--- src/rtl/sha256_round_engine.sv ---
// SHA-256 compression engine: ROUNDS_PER_CYCLE chained rounds per clock, 16-word W window.
// Optional feed-forward addition enabled by SHA256_ROUND_ENGINE_FEEDFORWARD_EN.
module sha256_round_engine #(
  parameter int unsigned ROUNDS_PER_CYCLE = 1
) (
  input  logic         clk,
  input  logic         rst_n,
  input  logic         in_start,
  input  logic [511:0] in_block,
  input  logic [255:0] in_hash,
  output logic         out_busy,
  output logic         out_done,
  output logic [255:0] out_hash
);

  typedef enum logic [1:0] {StIdle, StRound, StDone} state_e;

  localparam logic [31:0] K [64] = '{
    32'h428a2f98, 32'h71374491, 32'hb5c0fbcf, 32'he9b5dba5, 32'h3956c25b, 32'h59f111f1,
    32'h923f82a4, 32'hab1c5ed5, 32'hd807aa98, 32'h12835b01, 32'h243185be, 32'h550c7dc3,
    32'h72be5d74, 32'h80deb1fe, 32'h9bdc06a7, 32'hc19bf174, 32'he49b69c1, 32'hefbe4786,
    32'h0fc19dc6, 32'h240ca1cc, 32'h2de92c6f, 32'h4a7484aa, 32'h5cb0a9dc, 32'h76f988da,
    32'h983e5152, 32'ha831c66d, 32'hb00327c8, 32'hbf597fc7, 32'hc6e00bf3, 32'hd5a79147,
    32'h06ca6351, 32'h14292967, 32'h27b70a85, 32'h2e1b2138, 32'h4d2c6dfc, 32'h53380d13,
    32'h650a7354, 32'h766a0abb, 32'h81c2c92e, 32'h92722c85, 32'ha2bfe8a1, 32'ha81a664b,
    32'hc24b8b70, 32'hc76c51a3, 32'hd192e819, 32'hd6990624, 32'hf40e3585, 32'h106aa070,
    32'h19a4c116, 32'h1e376c08, 32'h2748774c, 32'h34b0bcb5, 32'h391c0cb3, 32'h4ed8aa4a,
    32'h5b9cca4f, 32'h682e6ff3, 32'h748f82ee, 32'h78a5636f, 32'h84c87814, 32'h8cc70208,
    32'h90befffa, 32'ha4506ceb, 32'hbef9a3f7, 32'hc67178f2
  };

  function automatic logic [31:0] big_sig0(input logic [31:0] x);
    return {x[1:0], x[31:2]} ^ {x[12:0], x[31:13]} ^ {x[21:0], x[31:22]};
  endfunction

  function automatic logic [31:0] big_sig1(input logic [31:0] x);
    return {x[5:0], x[31:6]} ^ {x[10:0], x[31:11]} ^ {x[24:0], x[31:25]};
  endfunction

  function automatic logic [31:0] small_sig0(input logic [31:0] x);
    return {x[6:0], x[31:7]} ^ {x[17:0], x[31:18]} ^ {3'b000, x[31:3]};
  endfunction

  function automatic logic [31:0] small_sig1(input logic [31:0] x);
    return {x[16:0], x[31:17]} ^ {x[18:0], x[31:19]} ^ {10'b0, x[31:10]};
  endfunction

  state_e         state_q, state_d;
  logic [6:0]     cnt_q, cnt_d;
  logic [255:0]   hash_q, hash_d;
  logic [31:0]    wk_q [8];
  logic [31:0]    wk_d [8];
  logic [31:0]    w_q [16];
  logic [31:0]    w_d [16];
  logic [31:0]    rnd_wk [8];
  logic [31:0]    rnd_w [16];
  logic [255:0]   result;
  logic           accept;
  logic           last_round;
`ifdef SHA256_ROUND_ENGINE_FEEDFORWARD_EN
  logic [31:0]    ff_q [8];
  logic [31:0]    ff_d [8];
`endif

  assign accept     = in_start && (state_q == StIdle || state_q == StDone);
  assign last_round = (cnt_q == 7'(64 - ROUNDS_PER_CYCLE));

  // Chained rounds; W window slides one word per round, w[0] is always W[t].
  always_comb begin : p_rounds
    logic [31:0] v [8];
    logic [31:0] win [16];
    logic [31:0] t1, t2, nw;
    logic [5:0]  k_idx;
    v     = wk_q;
    win   = w_q;
    t1    = '0;
    t2    = '0;
    nw    = '0;
    k_idx = '0;
    for (int i = 0; i < ROUNDS_PER_CYCLE; i++) begin
      k_idx = cnt_q[5:0] + 6'(i);
      t1 = v[7] + big_sig1(v[4]) + ((v[4] & v[5]) ^ (~v[4] & v[6])) + K[k_idx] + win[0];
      t2 = big_sig0(v[0]) + ((v[0] & v[1]) ^ (v[0] & v[2]) ^ (v[1] & v[2]));
      nw = small_sig1(win[14]) + win[9] + small_sig0(win[1]) + win[0];
      v[7] = v[6];
      v[6] = v[5];
      v[5] = v[4];
      v[4] = v[3] + t1;
      v[3] = v[2];
      v[2] = v[1];
      v[1] = v[0];
      v[0] = t1 + t2;
      for (int j = 0; j < 15; j++) win[j] = win[j + 1];
      win[15] = nw;
    end
    rnd_wk = v;
    rnd_w  = win;
  end

  always_comb begin
    result = '0;
    for (int i = 0; i < 8; i++) begin
`ifdef SHA256_ROUND_ENGINE_FEEDFORWARD_EN
      result[255 - 32 * i -: 32] = rnd_wk[i] + ff_q[i];
`else
      result[255 - 32 * i -: 32] = rnd_wk[i];
`endif
    end
  end

  always_comb begin
    wk_d   = wk_q;
    w_d    = w_q;
    cnt_d  = cnt_q;
    hash_d = hash_q;
`ifdef SHA256_ROUND_ENGINE_FEEDFORWARD_EN
    ff_d   = ff_q;
`endif
    if (accept) begin
      for (int i = 0; i < 8; i++) begin
        wk_d[i] = in_hash[255 - 32 * i -: 32];
`ifdef SHA256_ROUND_ENGINE_FEEDFORWARD_EN
        ff_d[i] = in_hash[255 - 32 * i -: 32];
`endif
      end
      for (int i = 0; i < 16; i++) w_d[i] = in_block[511 - 32 * i -: 32];
      cnt_d = '0;
    end else if (state_q == StRound) begin
      wk_d  = rnd_wk;
      w_d   = rnd_w;
      cnt_d = cnt_q + 7'(ROUNDS_PER_CYCLE);
      if (last_round) hash_d = result;
    end
  end

  always_comb begin
    state_d = state_q;
    unique case (state_q)
      StIdle:  if (in_start) state_d = StRound;
      StRound: if (last_round) state_d = StDone;
      StDone:  state_d = in_start ? StRound : StIdle;
      default: state_d = StIdle;
    endcase
  end

  always_ff @(posedge clk or negedge rst_n) begin
    if (!rst_n) begin
      state_q <= StIdle;
      cnt_q   <= '0;
      hash_q  <= '0;
    end else begin
      state_q <= state_d;
      cnt_q   <= cnt_d;
      hash_q  <= hash_d;
    end
  end

  // Datapath registers carry no reset; they are always loaded on acceptance.
  always_ff @(posedge clk) begin
    wk_q <= wk_d;
    w_q  <= w_d;
`ifdef SHA256_ROUND_ENGINE_FEEDFORWARD_EN
    ff_q <= ff_d;
`endif
  end

  always_comb begin
    out_busy = (state_q == StRound);
    out_done = (state_q == StDone);
    out_hash = hash_q;
  end

endmodule

--- config.mk ---
export PLATFORM = sky130hd
export DESIGN_NAME = sha256_round_engine
export DESIGN_NICKNAME = d
export VERILOG_FILES = /design/src/rtl/sha256_round_engine.sv
export SDC_FILE = /design/constraint.sdc
export NUM_CORES = 2
export LEC_CHECK = 0
export CORE_AREA = 2 2 398 400
export DETAILED_ROUTE_END_ITERATION = 8
export DIE_AREA = 0 0 400 402
export GPL_ROUTABILITY_DRIVEN = 0
export PLACE_DENSITY_LB_ADDON = 0.3
export RECOVER_POWER = 100
export REMOVE_ABC_BUFFERS = 1
export SLEW_MARGIN = 10
export SYNTH_ARGS = -nofsm -noshare
export SYNTH_HDL_FRONTEND = slang
export SYNTH_SLANG_ARGS = --single-unit
--- constraint.sdc ---
create_clock -name clk -period 22.5 [get_ports clk]
set_input_delay 4.5 -clock clk [delete_from_list [all_inputs] [get_ports clk]]
set_output_delay 4.5 -clock clk [all_outputs]
set_load 0.03 [all_outputs]
==> summary.md <==
| Metric | Value |
|---|---|
| Slew at the pin closest to its max-slew limit | 7.23 ns |
| Crit path launch type | input port |
| Biggest area consumer among synthesized cells | edfxtp_1 |
| Register-to-Register Setup Slack | 10.31 ns |
| Top cells by area, synth | edfxtp_1, nand2_1, dfrtp_1 |
| Final period utilization | 63.2% |
| Largest net degree at the start of global routing | 196 |
| Nets | 8,405 |
| Die height | 402 um |
| Antenna Violating Nets Remaining | 0 |
| Failing checks | design-rule violations, max-capacitance violations, max-slew violations |
| Synth unique cells | 74 |
| CTS tree | done |
| Drt first pass iters | 9 |
| RSZ-0062 raised after global routing | false |
| Fin. Hold Viols | 0 |
| Outcome | finished with violations |
| Cts bufs inserted | 118 |
| Initial antenna violation count | 71 |
| CTS root buffer | clkbuf_16 |
| CP Max Fanout | 153 |
| Area grow syn2layout | 27.2% |
| Initial DRC count | 5,672 |
| DR DRC count | 111 |
| Worst setup path start | in_start |
| Clock Path Buffers | 3 |
| Syn. warnings | 0 |
| # rows | 146 |
| Fill cells | 14.8k |
| Reg-to-reg startpoint | cnt_q[0] |
| First-pass GRT wire length | 330,000 um |
| Final setup viols | 0 |
| Placed cell count | 9,247 |
| Synth Register Bits | 1,033 |
| Number of vias per cell | 5.20 |
| Vias | 49.5k |
| Top_reg_cell synth | edfxtp_1 |
| CP Capture Type | flip-flop |
| Post-synth EDFFs | 768 |
| Drt wl/cell | 24.5 um |
| Setup Skew | 0.0730 ns |
| HPWL after detailed placement | 175,000 um |
| Drt total wl | 233,000 um |
| Util after Layout | 47.7% |
| Mapped cell area | 0.0590 mm^2 |
| Grt ovf | 0 |
| GRT Util Overall | 28.2% |
| Top cell type's share of synthesized area | 39.1% |
| Die area | 0.161 mm^2 |
| Critical hold path startpoint | p_rounds.win[171] |
| Non-filler cells, final | 9,516 |
| Setup_tns | 0 ns |
| Worst EP arrival | 14.64 ns |
| Post-synth ARST share | 25.7% |
| Max_cap viols | 22 |
| I/O pin count | 1,029 |
| Most common cell in the netlist | nand2_1 |
| Total core area | 0.157 mm^2 |
| Highest Clock Rate | 0.0703 GHz |
| Seq/Total Area, Yosys | 50.4% |
| Max Transition Viols Final | 1,639 |
| Post_cts resized | 0 |
| Hold_buf cts | 0 |
| Layout cells sized above 1 | 3.96% |
| Cells after synthesis | 6,448 |
| IO Port Bufs | 1,028 |
| CTS H-tree lvls | 3 |
| Tightest Hold Check Type | reg2reg |
| Worst-path clk slew | 0.06 ns |
| Synth Area per Inst | 9.14 um^2 |
| Worst Path Required | 22.92 ns |
| Sinks on Clock Net | 1,033 |
| Setup Buffers After CTS | 0 |
| Clock latency at the later pin of the worst-skew pair | 0.81 ns |
| Width of the die | 400 um |
| Top cells by count, synth | nand2_1, edfxtp_1, inv_1 |
| Vias in the first global route | 48.0k |
| Initial core utilization | 37.5% |
| Minimum clock period | 14.22 ns |
| CP Class | in2reg |
| Rel. slew slack | -382% |
[critical path, stage by stage]
cell and delay (ns):
dlygate4sd3_1 0.59, nor2b_1 0.15, clkbuf_1 2.31, clkbuf_1 5.07, buf_4 1.39, o21ai_0 0.27
[per-stage QoR]
step	worst slack, ns	cell area [um^2]	hold WS (ns)
2_1_floorplan	-42.41	57700	0.458
3_3_place_gp	13.76	71000	0.458
3_5_place_dp	13.61	71000	0.461
4_1_cts	13.55	75000	0.460
5_1_grt	7.51	75000	0.486
6_report	8.28	75000	0.464
[sequential cells by signal, indices dropped and copies added, names as in the netlist]
signal,cells
cnt_q,7
p_rounds.v,192
out_hash,256
p_rounds.win,480
w_q,32
wk_q,64
state_q,2
[cell usage in the layout, fill, tap and decap left out, types with 88 or more instances in the layout]
cell type        netlist  final
o21ai_0              197    201
nor2_1               130    130
clkbuf_16              0    118
fa_1                 188    188
clkdlybuf4s50_1        0    768
edfxtp_1             768    768
nand2_1             2901   2901
a21oi_1              170    170
xnor2_1              216    216
a21o_1                88     88
dfrtp_1              265    262
dlygate4sd3_1          0    259
inv_1                410    410
xor2_1               150    150
ha_1                 151    151
[cell families (layout without fill, tap and decap cells)]
logic type      count (synthesis)  after routing  synth area share, %
compound gates                689            689                 7.40
xor+xnor                      367            367                 5.46
fa+ha+maj                     342            342                 9.64
buf+inv                       760           1712                 4.84
flops                        1033           1033                 50.4
mux                            74             74                 1.49
other cells                     0             44                    0
simple gates                 3183           3183                 20.8
[metal layers]
metal | vias to the layer above | global-route usage, % | part of all wire, %
li1 | 22631 | - | -
met1 | 23905 | 36.0 | 40
met2 | 2326 | 44.0 | 45
met3 | 553 | 8.73 | 10
met4 | 42 | 12.4 | 5.1
met5 | - | 0 | 0.12
[final cells by class]
cell class / instances / area (um^2) / area share, %
diodes: 44 / 110 / 0.147
clock buffers: 153 / 3160 / 4.22
clock inverters: 72 / 812 / 1.08
inverters: 411 / 1540 / 2.06
multi-input cells: 4655 / 26400 / 35.2
flip-flops and latches: 1033 / 29700 / 39.6
well taps: 2072 / 2590 / 3.46
repair buffers: 1076 / 10700 / 14.2
[path summary, 6_finish.rpt]
check                      cells after the start                end
setup reg to reg                               7       out_hash[26]
hold reg to reg                                2  p_rounds.win[203]
hold / removal                                 2  p_rounds.win[203]
min in group asynchronous                      1      out_hash[231]
setup / recovery                               6  p_rounds.win[275]
max in group asynchronous                      4           cnt_q[3]
Power is not shown: default switching activity piles up to over one toggle a cycle in this logic, so the estimate is an artifact.
